<file path="config.mk">
export PLATFORM = sky130hd
export DESIGN_NAME = pc_md_stack
export DESIGN_NICKNAME = d
export VERILOG_FILES = /design/src/rtl/pc_md_pkg.sv /design/src/rtl/pc_md_ret_stack.sv /design/src/rtl/pc_md_stack.sv
export SDC_FILE = /design/constraint.sdc
export NUM_CORES = 1
export LEC_CHECK = 0
export BUFFER_PORTS_ARGS = -buffer_cell sky130_fd_sc_hd__buf_2
export CORE_MARGIN = 2
export CORE_UTILIZATION = 40
export CTS_CLUSTER_SIZE = 16
export DETAILED_ROUTE_END_ITERATION = 6
export PLACE_DENSITY_LB_ADDON = 0.2
export SLEW_MARGIN = 20
export SYNTH_ARGS = -nofsm -noshare
export SYNTH_HDL_FRONTEND = slang
export SYNTH_SLANG_ARGS = --single-unit
</file>
<file path="constraint.sdc">
create_clock -name clk -period 3.15 [get_ports clk]
set_input_delay 0 -clock clk [delete_from_list [all_inputs] [get_ports clk]]
set_output_delay 0 -clock clk [all_outputs]
set_load 0.005 [all_outputs]
</file>
<file path="src/rtl/pc_md_pkg.sv">
// Shared constants and the operation-select type for the PC/MD block.
package pc_md_pkg;

    localparam int PC_MD_DATA_W      = 18;
    localparam int PC_MD_ADDR_W      = 13;
    localparam int PC_MD_STACK_DEPTH = 4;

    function automatic int sp_width(input int depth);
        return $clog2(depth + 1);
    endfunction

    localparam int SP_W = sp_width(PC_MD_STACK_DEPTH);

    // One operation wins per cycle; the decode order encodes bus priority.
    typedef enum logic [3:0] {
        OP_NONE,
        OP_READ_MD,
        OP_WRITE_MEM_MD,
        OP_WRITE_MD,
        OP_READ_PC,
        OP_WRITE_PC,
        OP_CALL,
        OP_RET,
        OP_BRANCH
    } op_e;

endpackage

</file>
<file path="src/rtl/pc_md_ret_stack.sv">
// Return-address LIFO with registered full/empty and a sticky over/underflow flag.
module pc_md_ret_stack
    import pc_md_pkg::*;
#(
    parameter int ADDR_W      = PC_MD_ADDR_W,
    parameter int STACK_DEPTH = PC_MD_STACK_DEPTH
) (
    input  logic              clk,
    input  logic              rst,
    input  logic              push_i,
    input  logic              pop_i,
    input  logic [ADDR_W-1:0] push_data_i,
    output logic [ADDR_W-1:0] top_data_o,
    output logic              full_o,
    output logic              empty_o,
    output logic              err_o
);

    localparam int SpW  = sp_width(STACK_DEPTH);
    localparam int IdxW = (STACK_DEPTH > 1) ? $clog2(STACK_DEPTH) : 1;

    logic [ADDR_W-1:0] mem_q [2**IdxW];
    logic [SpW-1:0]    sp_q, sp_d;
    logic              full_q, empty_q, err_q, err_d;
    logic              do_write;
    logic [IdxW-1:0]   wr_idx, top_idx;

    assign wr_idx  = IdxW'(sp_q);
    assign top_idx = IdxW'(sp_q - SpW'(1));

    always_comb begin
        sp_d     = sp_q;
        err_d    = err_q;
        do_write = 1'b0;
        if (push_i) begin
            if (full_q) begin
                err_d = 1'b1;
            end else begin
                do_write = 1'b1;
                sp_d     = sp_q + SpW'(1);
            end
        end else if (pop_i) begin
            if (empty_q) begin
                err_d = 1'b1;
            end else begin
                sp_d = sp_q - SpW'(1);
            end
        end
    end

    always_ff @(posedge clk) begin
        if (rst) begin
            sp_q    <= '0;
            err_q   <= 1'b0;
            full_q  <= 1'b0;
            empty_q <= 1'b1;
        end else begin
            sp_q    <= sp_d;
            err_q   <= err_d;
            full_q  <= (sp_d == SpW'(STACK_DEPTH));
            empty_q <= (sp_d == '0);
        end
    end

    // Entry contents are not reset; only the pointer defines validity.
    always_ff @(posedge clk) begin
        if (do_write && !rst) begin
            mem_q[wr_idx] <= push_data_i;
        end
    end

    assign top_data_o = mem_q[top_idx];
    assign full_o     = full_q;
    assign empty_o    = empty_q;
    assign err_o      = err_q;

endmodule

</file>
<file path="src/rtl/pc_md_stack.sv">
// PC/MD register pair with return-address stack and optional PC-relative branch.
// Define PC_MD_BRANCH_REL_EN to enable branch_rel_en; otherwise the port is ignored.
module pc_md_stack
    import pc_md_pkg::*;
#(
    parameter int DATA_W      = PC_MD_DATA_W,
    parameter int ADDR_W      = PC_MD_ADDR_W,
    parameter int STACK_DEPTH = PC_MD_STACK_DEPTH
) (
    input  logic              clk,
    input  logic              rst,
    input  logic [DATA_W-1:0] in_data,
    input  logic [DATA_W-1:0] in_data_mem,
    input  logic              read_md_en,
    input  logic              write_mem_md,
    input  logic              write_md_en,
    input  logic              read_pc_en,
    input  logic              write_pc_en,
    input  logic              call_en,
    input  logic              ret_en,
    input  logic              branch_rel_en,
    input  logic              inc_pc,
    output logic [DATA_W-1:0] out_data,
    output logic [ADDR_W-1:0] pc_addr,
    output logic              stack_full,
    output logic              stack_empty,
    output logic              stack_err
);

    logic [ADDR_W-1:0] pc_q, pc_d, pc_inc, ret_addr;
    logic [DATA_W-1:0] md_q, md_d, out_q, out_d;
    logic              push, pop, branch_req;
    op_e               op;

`ifdef PC_MD_BRANCH_REL_EN
    assign branch_req = branch_rel_en;
`else
    logic unused_branch_rel;
    assign unused_branch_rel = branch_rel_en;
    assign branch_req        = 1'b0;
`endif

    always_comb begin
        op = OP_NONE;
        if      (read_md_en)   op = OP_READ_MD;
        else if (write_mem_md) op = OP_WRITE_MEM_MD;
        else if (write_md_en)  op = OP_WRITE_MD;
        else if (read_pc_en)   op = OP_READ_PC;
        else if (write_pc_en)  op = OP_WRITE_PC;
        else if (call_en)      op = OP_CALL;
        else if (ret_en)       op = OP_RET;
        else if (branch_req)   op = OP_BRANCH;
    end

    assign pc_inc = pc_q + ADDR_W'(1);

    // Increment is the default; PC-loading ops override it, even when they fault.
    always_comb begin
        pc_d  = inc_pc ? pc_inc : pc_q;
        md_d  = md_q;
        out_d = out_q;
        push  = 1'b0;
        pop   = 1'b0;
        case (op)
            OP_READ_MD:      out_d = md_q;
            OP_WRITE_MEM_MD: md_d  = in_data_mem;
            OP_WRITE_MD:     md_d  = in_data;
            OP_READ_PC:      out_d = DATA_W'(pc_q);
            OP_WRITE_PC:     pc_d  = in_data[ADDR_W-1:0];
            OP_CALL: begin
                push = 1'b1;
                pc_d = stack_full ? pc_q : in_data[ADDR_W-1:0];
            end
            OP_RET: begin
                pop  = 1'b1;
                pc_d = stack_empty ? pc_q : ret_addr;
            end
`ifdef PC_MD_BRANCH_REL_EN
            OP_BRANCH:       pc_d  = pc_q + in_data[ADDR_W-1:0];
`endif
            default: ;
        endcase
    end

    always_ff @(posedge clk) begin
        if (rst) begin
            pc_q  <= '0;
            md_q  <= '0;
            out_q <= '0;
        end else begin
            pc_q  <= pc_d;
            md_q  <= md_d;
            out_q <= out_d;
        end
    end

    pc_md_ret_stack #(
        .ADDR_W      (ADDR_W),
        .STACK_DEPTH (STACK_DEPTH)
    ) u_ret_stack (
        .clk         (clk),
        .rst         (rst),
        .push_i      (push),
        .pop_i       (pop),
        .push_data_i (pc_inc),
        .top_data_o  (ret_addr),
        .full_o      (stack_full),
        .empty_o     (stack_empty),
        .err_o       (stack_err)
    );

    assign out_data = out_q;
    assign pc_addr  = pc_q;

endmodule

</file>
==> results of run 1 <==
==> sequential cells by signal (all words and copies together) (netlist names) <==
register	flops
u_ret_stack.sp_q	3
pc_addr	13
md_q	18
u_ret_stack.full_o	1
u_ret_stack.mem_q	52
out_data	18
u_ret_stack.err_o	1
u_ret_stack.empty_o	1
==> logic make-up (layout without fill, tap and decap cells) <==
kind of cell / count (synthesis) / after routing
and+or+nand+nor: 133 / 133
AOI/OAI and AO/OA: 87 / 87
DFF: 107 / 107
adders and majority gates: 5 / 5
muxes: 48 / 48
xor gates and xnor gates: 11 / 11
buffers and inverters: 38 / 113
==> placed cells by master, fill, tap and decap left out, types with 2 or more instances in the layout <==
master,Yosys,layout
nor3_1,11,11
a32o_1,2,2
nand3_1,8,8
dfxtp_1,55,55
clkbuf_16,0,9
ha_1,5,5
mux2i_1,33,33
clkinv_4,0,2
nor2_1,67,66
nand2_1,15,14
inv_1,7,7
and3_1,6,6
and2_1,4,4
a222oi_1,2,2
o21a_1,5,5
edfxtp_1,52,52
nor2b_1,5,5
a21o_1,2,2
a221oi_1,3,3
xor2_1,6,6
mux2_2,2,2
nand2b_1,2,2
nor3_2,3,3
a211oi_1,39,39
or3_1,2,2
a21oi_1,10,10
a22oi_1,4,4
a31oi_1,2,2
o211ai_1,3,3
nand4_1,5,5
xnor2_1,5,5
buf_4,0,6
a211o_1,2,2
dlygate4sd3_1,0,5
buf_2,8,79
o21ai_0,4,4
mux4_2,13,13
inv_6,0,2
o22ai_1,2,2
==> synth_stat cells, types with 6 or more instances <==
cell	instances	area share
xor2_1	6	0.011
edfxtp_1	52	0.32
inv_1	7	0.0054
mux2i_1	33	0.068
nand3_1	8	0.0082
a211oi_1	39	0.060
dfxtp_1	55	0.23
and3_1	6	0.0077
a21oi_1	10	0.010
nand2_1	15	0.012
nor2_1	67	0.052
nor3_1	11	0.011
clkbuf_1	21	0.016
mux4_2	13	0.060
buf_2	8	0.0082
==> metrics by stage <==
stage	area, µm²	util
detailed placement	5390	0.451
finish	5740	0.480
global placement	5390	0.451
global route	5740	0.480
floorplan	4880	-
CTS	5740	0.480
==> final cells by class <==
type / instances / area (µm²) / share of cell area
Clock buffer: 9 / 225 / 0.0392
Clock inverter: 7 / 73.8 / 0.0129
Tap cell: 147 / 184 / 0.0320
Sequential cell: 107 / 2660 / 0.464
Inverter: 7 / 26.3 / 0.00458
Timing Repair Buffer: 90 / 490 / 0.0854
Multi-Input combinational cell: 284 / 2080 / 0.362
==> power by group through the flow <==
stage,registers (µW),clock network (µW),logic (µW)
2_1_floorplan,1580,0,232
3_3_place_gp,1590,0,344
3_5_place_dp,1590,0,350
4_1_cts,1560,1150,357
5_1_grt,1560,1200,396
6_report,1560,1110,356
==> what timing repair did <==
item | in CTS | in global routing
setup buffers | 0 | 0
resized for setup | 0 | 0
hold endpoints to repair | 5 | 0
hold buffers | 5 | 0
==> layer usage <==
layer	vias to the layer above	part of all wire	GRT usage
met5	-	0	0
met4	0	0.012	0.0634
met3	9	0.038	0.0244
met2	75	0.47	0.294
met1	1730	0.48	0.243
li1	1751	-	-
==> final timing paths <==
kind	from	end	slack, ns	cells past startpoint
worst max-delay path	u_ret_stack.sp_q[1]$_SDFF_PP0_	pc_addr[6]$_SDFFE_PP0P_	0.84	6
worst min-delay path	in_data_mem[13]	md_q[13]$_SDFFE_PP0P_	0.01	3
worst min register to register	u_ret_stack.err_o$_SDFFE_PP0P_	u_ret_stack.err_o$_SDFFE_PP0P_	0.49	2
worst max register to register	u_ret_stack.sp_q[1]$_SDFF_PP0_	pc_addr[6]$_SDFFE_PP0P_	0.84	6
==> critical path, delay by kind of cell (launching register included) <==
kind	cells	cell delay, ns
flops	1	0.40
fa+ha+maj	1	0.73
compound gates	2	0.37
mux	1	0.41
simple gates	1	0.17
buf+inv	1	0.10
==> out/metrics.cfg, run 1 <==
[floorplan]
start_util=0.408
rows=40
io_pins=81
die_w_um=114
core-area_um2=12000
die_area_um2=13100
die_y_um=114

[final_layout]
drive_gt1_frac=0.244
nFillCells=1100
stdcell_count=651
num_antenna_cells=0
syn2layout_area_growth_pct=17.6
nets=551

[detailed_routing]
drc=0
drt-total-wl_um=11400
dr.pass1.iters=4
routed_via_density=5.48
drt_iter0_drc=229
wl_per_cell_um=17.5
num_vias=3565
drtAntennaViolNets=0

[timing]
finalSetupViolCount=0
post-route-min-period_ns=2.31
rsz0062_at_grt=false
skew_ns=0.00492
holdWs_ns=0.00988
period_share=0.734
finalHoldViolCount=0
finalSetupTns_ns=0
clock.fmax_ghz=0.433
max_slew_margin=0.528
worst_pin_slew_ns=0.708
setup_ws_ns=0.839
slew_viol_final=0

[power_and_ir_drop]
clkPwrFrac=0.368
p_seq_frac=0.514
irDropWorstVdd_uv=282
power_frac_comb=0.118
p_switching_uw=735
total_power_uw=3030
power_density_nw_per_um2=527
p_int_uw=2290
power_leakage_uw=0.00224
swShare=0.243

[setup_path]
cp_data_arrival_time_ns=2.52
end_kind=register
critPathMaxFanout=16
slowest_delay_ns=0.73
worstPathCellList=inv_1 -> ha_1 -> mux4_2 -> and2_1 -> o311ai_0 -> o21ai_0
cp_slowest_cell=ha_1
cp.required_ns=3.35
worstSetupPathType=reg -> reg
critical_path.startpoint_type=register

[synthesis]
syn-cell-area_um2=4880
synth-simple-area-share=0.127
synth_sequential_area_ratio=0.546
syn_nets=481
ys_ff_latch=107
synth_compound_area_frac=0.132
synth.avg_cell_area_um2=11.4
synth_cell_type_count=48
yosysWarnings=0
synth-adder-area-share=0.0128
syn_inst=429
synth_edf_count=52
synthArstFlopShare=0
post_synth_mux_area_share=0.132
synth_top_flop_cell=dfxtp_1
synth_top_family_by_area=multiplexers
synth_xor_area_frac=0.0197

[clock_tree]
htreeDepth=3
cts_sinks=107
tritoncts=done
clock_latency_ns=0.34
cts_root_buffer=clkbuf_16
cts_buffers=9
clk_pin_slew_ns=0.07
cts_buffer_depth=2

[placed_design]
hpwl_um=7800
dp.cells=630
globalplace.congestion=0.848
io_buffers=79
pre_cts_ws_ns=0.814

[flow_run]
cap_violations=0

[outcome]
status=finished, final reports clean

[global_route]
grt_max_degree=52
grt-ovfl-total=0
grt_pass1_vias=3411
grt_pass1_wl_um=18000
grt_usage=0.179
antenna_found_initial=0

[hold_path]
hp-class=in -> reg

Note: power is estimated with default switching activity, not from simulation.
==> inputs of run 2 (changes only) <==
==> constraint.sdc (replaced) <==
create_clock -name clk -period 2.2 [get_ports clk]
set_input_delay 0 -clock clk [delete_from_list [all_inputs] [get_ports clk]]
set_output_delay 0 -clock clk [all_outputs]
set_load 0.005 [all_outputs]
==> out/metrics.cfg, run 2 (same netlist as run 1, synthesis figures left out) <==
[global_route]
antenna_found_initial=0  ; unchanged
grt_use_met2=0.295  ; +0.000789
grt_pass1_vias=3508  ; +2.8%
grt-ovfl-total=0  ; unchanged
grt.busiest_layer=met2
grt_usage=0.181  ; +0.00249
grt_pass1_wl_um=18300  ; +1.7%
met1_usage=0.248  ; +0.00446
met3_usage=0.0238  ; -0.000529
grt_max_degree=52  ; unchanged

[clock_tree]
cts_resized=0  ; unchanged
cts_buffer_depth=2  ; unchanged
clock_latency_ns=0.34  ; about the same
tritoncts=done
htreeDepth=3  ; unchanged
clk_pin_slew_ns=0.07  ; about the same
cts_buffers=9  ; unchanged
cts_sinks=107  ; unchanged
post_cts_buffers=0  ; unchanged
cts_root_buffer=clkbuf_16

[timing]
post-route-min-period_ns=1.97  ; -0.341 ns
slew_viol_final=0  ; unchanged
finalHoldViolCount=0  ; unchanged
finalSetupViolCount=0  ; unchanged
setup_ws_ns=0.230  ; -0.609 ns
max_slew_margin=0.610  ; +0.0820
period_share=0.896  ; +0.162
clock.fmax_ghz=0.508  ; +17%
skew_ns=0.00657  ; +0.00165 ns
rsz0062_at_grt=false
worst_pin_slew_ns=0.583  ; -0.124 ns
finalSetupTns_ns=0  ; unchanged

[final_layout]
final_cell_mix=buf_2, nor2_1, dfxtp_1, edfxtp_1, a211oi_1
nets=570  ; +3.4%
seq_area_um2=2660  ; unchanged
drive_gt1_frac=0.268  ; +0.0236
nFillCells=1088  ; -1.1%
regMostFlops=u_ret_stack.mem_q
layout_commonest_cell=buf_2
final_area_um2=5920  ; +3.1%
finalCoreUtilization=0.495  ; +0.0150
largest_register_ffs=52  ; unchanged
multi_input_area_um2=2080  ; -0.12%
num_antenna_cells=0  ; unchanged
syn2layout_area_growth_pct=21.3

[power_and_ir_drop]
irDropWorstVdd_uv=324  ; +15%
clkPwrFrac=0.361  ; -0.007
power_leakage_uw=0.00234  ; +4.6%
power_density_nw_per_um2=733  ; +39%
swShare=0.241  ; -0.00176
p_seq_frac=0.510  ; -0.004
power_frac_comb=0.129  ; +0.011
p_int_uw=3290  ; +44%
p_switching_uw=1050  ; +42%

[setup_path]
worstSetupPathType=reg -> reg
cp.required_ns=2.40  ; -0.95 ns
critPathMaxFanout=16  ; unchanged
cp_slowest_cell=dfxtp_1
cp_data_arrival_time_ns=2.17  ; -0.35 ns
slowest_delay_ns=0.40  ; -0.33 ns
path_delay_family=flip-flops
reg2reg_setup_slack_ns=0.23  ; -0.61 ns
worstPathCellList=inv_1 -> ha_1 -> buf_12 -> mux4_2 -> and2_1 -> o311ai_0 -> o21ai_0
critical_path.startpoint_type=register
cp.buffers_inverters=2  ; +1
end_kind=register

[placed_design]
globalplace.congestion=0.804  ; -5.1%
hpwl_um=8020  ; +2.8%
pre_cts_ws_ns=0.250  ; -0.565 ns
io_buffers=79  ; unchanged
placed_area_um2=5560  ; +3.2%

[floorplan]
die_y_um=114  ; unchanged
io_pins=81  ; unchanged
rows=40  ; unchanged
start_util=0.408  ; unchanged
die_area_um2=13100  ; unchanged
die_w_um=114  ; unchanged
core-area_um2=12000  ; unchanged

[detailed_routing]
dr.pass1.iters=5  ; +1
drc=0  ; unchanged
wl_per_cell_um=17.1  ; -1.9%
drt-total-wl_um=11500  ; +0.98%
num_vias=3603  ; +1.1%
drt_iter0_drc=215  ; -6.1%
drtAntennaViolNets=0  ; unchanged
routed_via_density=5.38  ; -1.8%

[hold_path]
hp-class=in -> reg

[outcome]
status=finished, final reports clean

[flow_run]
cap_violations=0  ; unchanged

run 2: cell count changes in the layout (fill, tap and decap cells not counted), moves of 2 or more:
cell / before / now
clkinv_4: 2 / 0
buf_12: 0 / 3
clkinvlp_4: 0 / 2
buf_4: 6 / 21
run 2: layout make-up:
| class | instances | area share |
|---|---|---|
| sequential | 107 | 0.450 |
| multi-input combinational | 284 | 0.351 |
| timing repair buffer | 109 | 0.114 |
| clock buffer | 12 | 0.0452 |
| tap | 147 | 0.0311 |
| clock inverter | 4 | 0.00507 |
| inverter | 7 | 0.00444 |
run 2: layer usage:
metal	routed length [µm]	up-vias
met5	0	-
met2	5470	92
met3	458	9
met4	142	0
li1	-	1783
met1	5410	1719
run 2: worst paths after layout:
check / from / endpoint / depth (start not counted)
max: u_ret_stack.sp_q[1]$_SDFF_PP0_ / pc_addr[6]$_SDFFE_PP0P_ / 7
min: in_data_mem[13] / md_q[13]$_SDFFE_PP0P_ / 3
max reg2reg: u_ret_stack.sp_q[1]$_SDFF_PP0_ / pc_addr[6]$_SDFFE_PP0P_ / 7
min reg2reg: u_ret_stack.err_o$_SDFFE_PP0P_ / u_ret_stack.err_o$_SDFFE_PP0P_ / 2
run 2: power groups by stage:
stage	Clock (µW)	Combinational [µW]	Sequential (µW)
after floorplan	0	337	2260
after global placement	0	540	2250
after detailed placement	0	551	2260
after CTS	1620	563	2210
after global routing	1690	617	2220
final	1570	559	2210
run 2: timing repair:
action	CTS	global route
endpoints found under the setup margin	0	0
hold endpoints to repair	5	0
hold buffers	6	0
run 2: through the flow:
step	std cells	total power [µW]	hold slack, ns
2_1_floorplan	429	2590	0.188
3_3_place_gp	648	2790	0.352
3_5_place_dp	648	2810	0.359
4_1_cts	670	4400	0.000692
5_1_grt	670	4520	0.0316
6_report	670	4340	0.00584
run 2: worst reg2reg max path: stages, from the launching register on:
cell      delay (ns)
dfxtp_1         0.40
inv_1           0.10
ha_1            0.32
buf_12          0.16
mux4_2          0.29
and2_1          0.16
o311ai_0        0.26
o21ai_0         0.14
==> inputs of run 3 (changes only) <==
--- a/config.mk
+++ b/config.mk
@@ -10,6 +10,7 @@
 export CORE_UTILIZATION = 40
 export CTS_CLUSTER_SIZE = 16
 export DETAILED_ROUTE_END_ITERATION = 6
+export MAX_ROUTING_LAYER = met4
 export PLACE_DENSITY_LB_ADDON = 0.2
 export SLEW_MARGIN = 20
 export SYNTH_ARGS = -nofsm -noshare
==> out/metrics.cfg, run 3 (same netlist as run 1, synthesis figures left out) <==
[outcome]
status=finished, final reports clean

[clock_tree]
clk_pin_slew_ns=0.07  ; about the same
tritoncts=done
post_cts_buffers=0  ; unchanged
cts_sinks=107  ; unchanged
cts_hold_buf=6  ; unchanged
cts_resized=0  ; unchanged
cts_buffers=9  ; unchanged
cts_buffer_depth=2  ; unchanged
clock_latency_ns=0.34  ; about the same
cts_root_buffer=clkbuf_16
htreeDepth=3  ; unchanged

[timing]
finalHoldViolCount=0  ; unchanged
post-route-min-period_ns=1.95  ; -0.0216 ns
skew_ns=0.00741  ; +0.000841 ns
worst_pin_slew_ns=0.582  ; -0.00132 ns
holdWs_ns=0.00811  ; +0.00227 ns
max_slew_margin=0.611  ; +0.000884
finalSetupTns_ns=0  ; unchanged
clock.fmax_ghz=0.513  ; +1.1%
slew_viol_final=0  ; unchanged
period_share=0.886  ; -0.00982
rsz0062_at_grt=false
finalSetupViolCount=0  ; unchanged

[final_layout]
nets=570  ; unchanged
drive_gt1_frac=0.268  ; unchanged
largest_register_ffs=52  ; unchanged
num_antenna_cells=0  ; unchanged
regMostFlops=u_ret_stack.mem_q
layout_commonest_cell=buf_2
final_cell_mix=buf_2, nor2_1, dfxtp_1, edfxtp_1, a211oi_1
syn2layout_area_growth_pct=21.3  ; unchanged

[floorplan]
core-area_um2=12000  ; unchanged
start_util=0.408  ; unchanged
rows=40  ; unchanged
die_w_um=114  ; unchanged
die_y_um=114  ; unchanged
die_area_um2=13100  ; unchanged
io_pins=81  ; unchanged

[setup_path]
critPathMaxFanout=16  ; unchanged
cp_data_arrival_time_ns=2.15  ; -0.02 ns
cp.required_ns=2.41  ; about the same
critical_path.startpoint_type=register
reg2reg_setup_slack_ns=0.25  ; +0.02 ns
worstSetupPathType=reg -> reg
end_kind=register

[detailed_routing]
wl_per_cell_um=17.1  ; -0.11%
drt-total-wl_um=11500  ; -0.11%
routed_via_density=5.35  ; -0.58%
drc=0  ; unchanged
drt_iter0_drc=236  ; +9.8%
dr.pass1.iters=4  ; -1
drtAntennaViolNets=0  ; unchanged
num_vias=3582  ; -0.58%

[global_route]
grt_pass1_wl_um=18300  ; about the same
grt_usage=0.187  ; +0.00563
grt-ovfl-total=0  ; unchanged
grt_pass1_vias=3505  ; -0.086%
antenna_found_initial=0  ; unchanged
grt_max_degree=52  ; unchanged

[power_and_ir_drop]
p_seq_frac=0.510  ; about the same
power_leakage_uw=0.00234  ; unchanged
power_frac_comb=0.129  ; about the same
swShare=0.241  ; +0.000287
power_density_nw_per_um2=734  ; about the same
p_int_uw=3290  ; about the same
p_switching_uw=1050  ; +0.16%
clkPwrFrac=0.362  ; about the same
irDropWorstVdd_uv=321  ; -1.1%

[hold_path]
hp-class=in -> reg

[placed_design]
io_buffers=79  ; unchanged
hpwl_um=8020  ; unchanged
globalplace.congestion=0.816  ; +1.5%

[flow_run]
cap_violations=0  ; unchanged

run 3: cell counts in the layout (fill, tap and decap cells not counted):
No cell type changed its count.
run 3: critical path, stage by stage, from the launching register on:
cell and delay [ns]:
dfxtp_1 0.40, inv_1 0.10, ha_1 0.32, buf_12 0.16, mux4_2 0.29, and2_1 0.16
o311ai_0 0.25, o21ai_0 0.13
run 3: cell type report:
class / instances / area [µm²]
clock inverters: 4 / 30.0
fillers: 1088 / 6040
repair buffers: 109 / 673
well taps: 147 / 184
multi-input cells: 284 / 2080
inverters: 7 / 26.3
clock buffers: 12 / 268
flip-flops and latches: 107 / 2660
run 3: worst paths after layout:
| kind | from | end | depth (start not counted) |
|---|---|---|---|
| worst min register to register | u_ret_stack.err_o$_SDFFE_PP0P_ | u_ret_stack.err_o$_SDFFE_PP0P_ | 2 |
| worst min-delay path | in_data_mem[13] | md_q[13]$_SDFFE_PP0P_ | 3 |
| worst max-delay path | u_ret_stack.sp_q[1]$_SDFF_PP0_ | pc_addr[6]$_SDFFE_PP0P_ | 7 |
| worst max register to register | u_ret_stack.sp_q[1]$_SDFF_PP0_ | pc_addr[6]$_SDFFE_PP0P_ | 7 |
run 3: power by group through the flow:
| stage | Combinational (µW) | Clock [µW] | Sequential (µW) |
|---|---|---|---|
| after floorplan | 337 | 0 | 2260 |
| after global placement | 540 | 0 | 2250 |
| after detailed placement | 551 | 0 | 2260 |
| after CTS | 563 | 1620 | 2210 |
| after global routing | 617 | 1690 | 2220 |
| final | 559 | 1570 | 2210 |
run 3: layer usage:
metal  vias to the layer above  track usage  wire length (µm)
met4                         0       0.0699               131
met2                        74        0.294              5530
met1                      1721        0.249              5430
met5                         -            -                 0
met3                         7       0.0238               385
li1                       1780            -                 -
run 3: stage by stage:
stage | total power [µW] | std cells | setup WS (ns) | util | area, µm²
floorplan | 2590 | 429 | 0.0295 | - | 4900
global placement | 2790 | 648 | 0.286 | 0.465 | 5560
detailed placement | 2810 | 648 | 0.250 | 0.465 | 5560
CTS | 4400 | 670 | 0.242 | 0.495 | 5920
global route | 4530 | 670 | 0.138 | 0.495 | 5920
finish | 4340 | 670 | 0.251 | 0.495 | 5920
